$ cat src/rtl/pwm_timebase.sv
// Shared up-counting PWM timebase: prescaled counter 0..top with shadowed top/prescale.
// Optional one-shot mode is compiled in with `define PWM_TIMEBASE_ONESHOT_EN (adds the oneShot input).
module pwm_timebase #(
   parameter int WIDTH          = 16,
   parameter int PRESCALE_WIDTH = 8
) (
   input  logic                      clk,
   input  logic                      rst,
   input  logic                      enable,
   input  logic [PRESCALE_WIDTH-1:0] prescale,
   input  logic [WIDTH-1:0]          topValue,
`ifdef PWM_TIMEBASE_ONESHOT_EN
   input  logic                      oneShot,
`endif
   output logic [WIDTH-1:0]          counterValue,
   output logic                      tick,
   output logic                      periodStart,
   output logic                      running
);

   localparam logic [WIDTH-1:0]          CNT_ONE = WIDTH'(1);
   localparam logic [PRESCALE_WIDTH-1:0] PRE_ONE = PRESCALE_WIDTH'(1);

   logic [WIDTH-1:0]          counter_reg, counter_next;
   logic [PRESCALE_WIDTH-1:0] prescale_count_reg, prescale_count_next;
   logic [PRESCALE_WIDTH-1:0] current_prescale_reg, current_prescale_next;
   logic [WIDTH-1:0]          current_top_reg, current_top_next;
   logic                      last_enable_reg, last_enable_next;
   logic                      tick_reg, tick_next;
   logic                      period_start_reg, period_start_next;
   logic                      running_reg, running_next;

   // Enabled but not running only happens after a one-shot period has completed.
   logic hold;
   assign hold = last_enable_reg && !running_reg;

   always_comb begin
      counter_next          = counter_reg;
      prescale_count_next   = prescale_count_reg;
      current_prescale_next = current_prescale_reg;
      current_top_next      = current_top_reg;
      last_enable_next      = last_enable_reg;
      tick_next             = 1'b0;
      period_start_next     = 1'b0;
      running_next          = running_reg;

      if (!enable) begin
         counter_next          = '0;
         prescale_count_next   = '0;
         running_next          = 1'b0;
         last_enable_next      = 1'b0;
         current_top_next      = topValue;
         current_prescale_next = prescale;
      end else if (!last_enable_reg) begin
         // First enabled cycle opens a period without stepping the counter.
         counter_next        = '0;
         prescale_count_next = '0;
         period_start_next   = 1'b1;
         running_next        = 1'b1;
         last_enable_next    = 1'b1;
      end else if (hold) begin
         counter_next        = '0;
         prescale_count_next = '0;
      end else if (prescale_count_reg == current_prescale_reg) begin
         prescale_count_next = '0;
         tick_next           = 1'b1;
         if (counter_reg >= current_top_reg) begin
            counter_next          = '0;
            current_top_next      = topValue;
            current_prescale_next = prescale;
            period_start_next     = 1'b1;
`ifdef PWM_TIMEBASE_ONESHOT_EN
            if (oneShot) begin
               period_start_next = 1'b0;
               running_next      = 1'b0;
            end
`endif
         end else begin
            counter_next = counter_reg + CNT_ONE;
         end
      end else begin
         prescale_count_next = prescale_count_reg + PRE_ONE;
      end
   end

   always_ff @(posedge clk) begin
      if (rst) begin
         counter_reg          <= '0;
         prescale_count_reg   <= '0;
         current_prescale_reg <= '0;
         current_top_reg      <= '0;
         last_enable_reg      <= 1'b0;
         tick_reg             <= 1'b0;
         period_start_reg     <= 1'b0;
         running_reg          <= 1'b0;
      end else begin
         counter_reg          <= counter_next;
         prescale_count_reg   <= prescale_count_next;
         current_prescale_reg <= current_prescale_next;
         current_top_reg      <= current_top_next;
         last_enable_reg      <= last_enable_next;
         tick_reg             <= tick_next;
         period_start_reg     <= period_start_next;
         running_reg          <= running_next;
      end
   end

   assign counterValue = counter_reg;
   assign tick         = tick_reg;
   assign periodStart  = period_start_reg;
   assign running      = running_reg;

endmodule

$ cat config.mk
export PLATFORM = sky130hd
export DESIGN_NAME = pwm_timebase
export DESIGN_NICKNAME = d
export VERILOG_FILES = /design/src/rtl/pwm_timebase.sv
export SDC_FILE = /design/constraint.sdc
export NUM_CORES = 1
export LEC_CHECK = 0
export BUFFER_PORTS_ARGS = -buffer_cell sky130_fd_sc_hd__clkbuf_2
export CORE_MARGIN = 3
export CORE_UTILIZATION = 56
export DETAILED_ROUTE_END_ITERATION = 16
export PLACE_DENSITY_LB_ADDON = 0.2
export SYNTH_ARGS = -nofsm -noshare
export SYNTH_HDL_FRONTEND = slang
export SYNTH_SLANG_ARGS = --single-unit
$ cat constraint.sdc
create_clock -name clk -period 2.4 [get_ports clk]
set_clock_uncertainty 0.05 [all_clocks]
set_input_delay 0.6 -clock clk [delete_from_list [all_inputs] [get_ports clk]]
set_output_delay 0.6 -clock clk [all_outputs]
set_load 0.03 [all_outputs]
==> summary.md <==
| Metric | Value |
|---|---|
| Vias/cell | `5.165` |
| Total chip power | `1965 uW` |
| Synthesized flop and latch total | `52` |
| Leak Pwr | `0.001404 uW` |
| Synth Instances | `305` |
| Layout cells sized above 1 | `20.94%` |
| Fmax | `0.4465 GHz` |
| Async set or reset register ratio after synthesis | `0%` |
| CTS tree | `done` |
| PortBufs | `45` |
| Area Growth Syn to Fin | `17.64%` |
| Clk_lat worst skew | `310 ps` |
| Core Region | `4786 um2` |
| Largest area contributor in the netlist | `dfxtp_1` |
| Mean post-synth cell area | `9.185 um2` |
| Global placer's final weighted congestion | `0.8408` |
| Worst min-delay path class | `reg2reg` |
| DP HPWL | `4380 um` |
| CP endpoint kind | `register` |
| Share of the synthesized area in the top cell type | `37.16%` |
| Startpoint types | `register` |
| Synth area leaders | `dfxtp_1, nand2b_1, mux2i_1, ha_1, xnor2_1` |
| Cell with the most instances after synthesis | `dfxtp_1` |
| Least-Margin Pin Slew | `424.7 ps` |
| Antenna Cells | `0` |
| Final nets | `407` |
| RSZ-0062 raised after global routing | `false` |
| Slew HR | `71.43%` |
| Hold-fix buffer count after cts | `0` |
| Initial DRC count | `126` |
| Max-capacitance violation count | `0` |
| Largest net degree at the start of global routing | `49` |
| Die ar. | `5887 um2` |
| Post-synth cell types | `36` |
| TritonCTS Buffers | `5` |
| Fill cells | `390` |
| Routed Antenna Nets | `0` |
| Crit Path Class | `reg2reg` |
| Max Transition Viols Final | `0` |
| Switching share of power | `29.84%` |
| Yosys warning count | `0` |
| Die Ht | `76.73 um` |
| Cell Area, Synth | `2801 um2` |
| Power per cell area | `596.3 nW/um2` |
| Final hold violations | `0` |
| Switching power | `586.4 uW` |
| Setup TNS | `0 ps` |
| Final setup fails | `0` |
| Power Internal | `1379 uW` |
| Critical Path AT | `2430 ps` |
| I/O pins | `46` |
| Global-route wire length before repair | `9915 um` |
| Initial DRT Pass Iterations | `4` |
| Reg-to-reg slack, setup | `160 ps` |
| Fin worst setup slack | `160.3 ps` |
| Total grt overflow | `0` |
| Post-place setup slack | `44.36 ps` |
| Clk sinks | `52` |
| Reg clk slew, reported paths | `100 ps` |
| Vias in the first global route | `2045` |
| Crit-path max FO | `24` |
| Initial Util | `58.54%` |
| Synth top cells by count | `dfxtp_1, nand2b_1, mux2i_1, xnor2_1, inv_1` |
| Drc violations | `0` |
| Post-synth top flop | `dfxtp_1` |
| Initial antenna violation count | `0` |
| Post-synth EDFFs | `0` |
| Sequential element share of the synthesized area | `37.16%` |
| Routed wire length | `5851 um` |
| Peak VDD IR | `0.0003693 V` |
| Gr usage total | `20.82%` |
| Deepest clock path buffer count | `2` |
| Reg power frac | `48.3%` |
| Crit path required time | `2590 ps` |
| Die width | `76.73 um` |
| Rows | `25` |
| Wirelength per Cell | `13.61 um` |
| Clock Power Share | `27.2%` |
| Share of power burned in combinational logic | `24.5%` |
| Crit share post-route | `93.32%` |
| Clock root cell | `clkbuf_8` |
| Status | `finished, final reports clean` |
| Routed vias | `2221` |
| Fin crit period | `2240 ps` |
| H-tree depth | `2` |
| Mapped Nets | `350` |
cells by family (layout without fill, tap and decap cells):
group | after synthesis | count (layout) | share of synthesized area, %
fa+ha+maj | 18 | 18 | 8.039
compound gates | 19 | 19 | 4.869
xor+xnor | 28 | 28 | 8.754
buf+inv | 35 | 93 | 5.538
mux | 24 | 24 | 8.575
simple gates | 129 | 129 | 27.07
flops | 52 | 52 | 37.16
path summary, 6_finish.rpt:
kind | startpoint | to | cells after the start
worst min-delay path | current_top_reg[12] | current_top_reg[12] | 2
worst min register to register | current_top_reg[12] | current_top_reg[12] | 2
worst max-delay path | counterValue[0] | current_top_reg[6] | 8
worst max register to register | counterValue[0] | current_top_reg[6] | 8
metal layers:
metal	wire, um	track usage, %	vias to the layer above
li1	-	-	1160
met1	2916	29.39	1003
met2	2572	31.27	51
met3	273	4.577	7
met4	89	7.246	0
met5	0	0	-
worst max-delay path, cell delays in order (launching register included):
cell	delay [ps]
dfxtp_1	340
inv_1	50
ha_1	280
nand2b_1	150
a2111oi_2	380
o32a_1	260
a221o_1	210
buf_12	210
mux2i_1	220
power by group through the flow:
stage	Combinational, uW	Clock [uW]	Sequential, uW
2_1_floorplan	338	0	963
3_3_place_gp	446	0	966
3_5_place_dp	456	0	969
4_1_cts	459	546	949
5_1_grt	531	581	957
6_report	482	534	949
what timing repair did:
item	CTS	global route
setup endpoints to repair	2	23
gates resized for setup	1	1
buffers inserted	0	2
pin swaps	0	1
through the flow:
step	hold slack (ps)	utilization (%)	instances	area [um2]
4_1_cts	434.0	68.44	428	3276
6_report	431.6	68.86	430	3296
2_1_floorplan	401.9	-	305	2801
5_1_grt	462.6	68.86	430	3296
3_5_place_dp	417.6	66.41	420	3178
3_3_place_gp	409.8	66.41	420	3178
cell type report:
cell class	instances	area, um2	area share [%]
Multi-Input combinational cell	218	1612	48.90
Clock inverter	2	13.76	0.4176
Tap cell	67	83.83	2.544
Sequential cell	52	1041	31.59
Clock buffer	6	82.58	2.506
Timing Repair Buffer	65	387.9	11.77
Inverter	20	75.07	2.278
cell usage in the layout (no fill, tap or decap), types with 2 or more instances in the layout:
cell	instances
inv_1	20
nand2b_1	50
xor2_1	5
and4_1	6
nand4_1	6
clkbuf_8	6
ha_1	18
and3_1	3
o21a_1	3
mux2i_1	24
buf_4	19
nor2_1	10
nand3_1	10
a21oi_1	6
xnor2_1	23
and2_1	2
a21o_1	2
clkbuf_2	45
nor4_1	11
nand2_1	8
dfxtp_1	52
nand4_2	2
nor3_1	17
(Power assumes the default switching activity.)
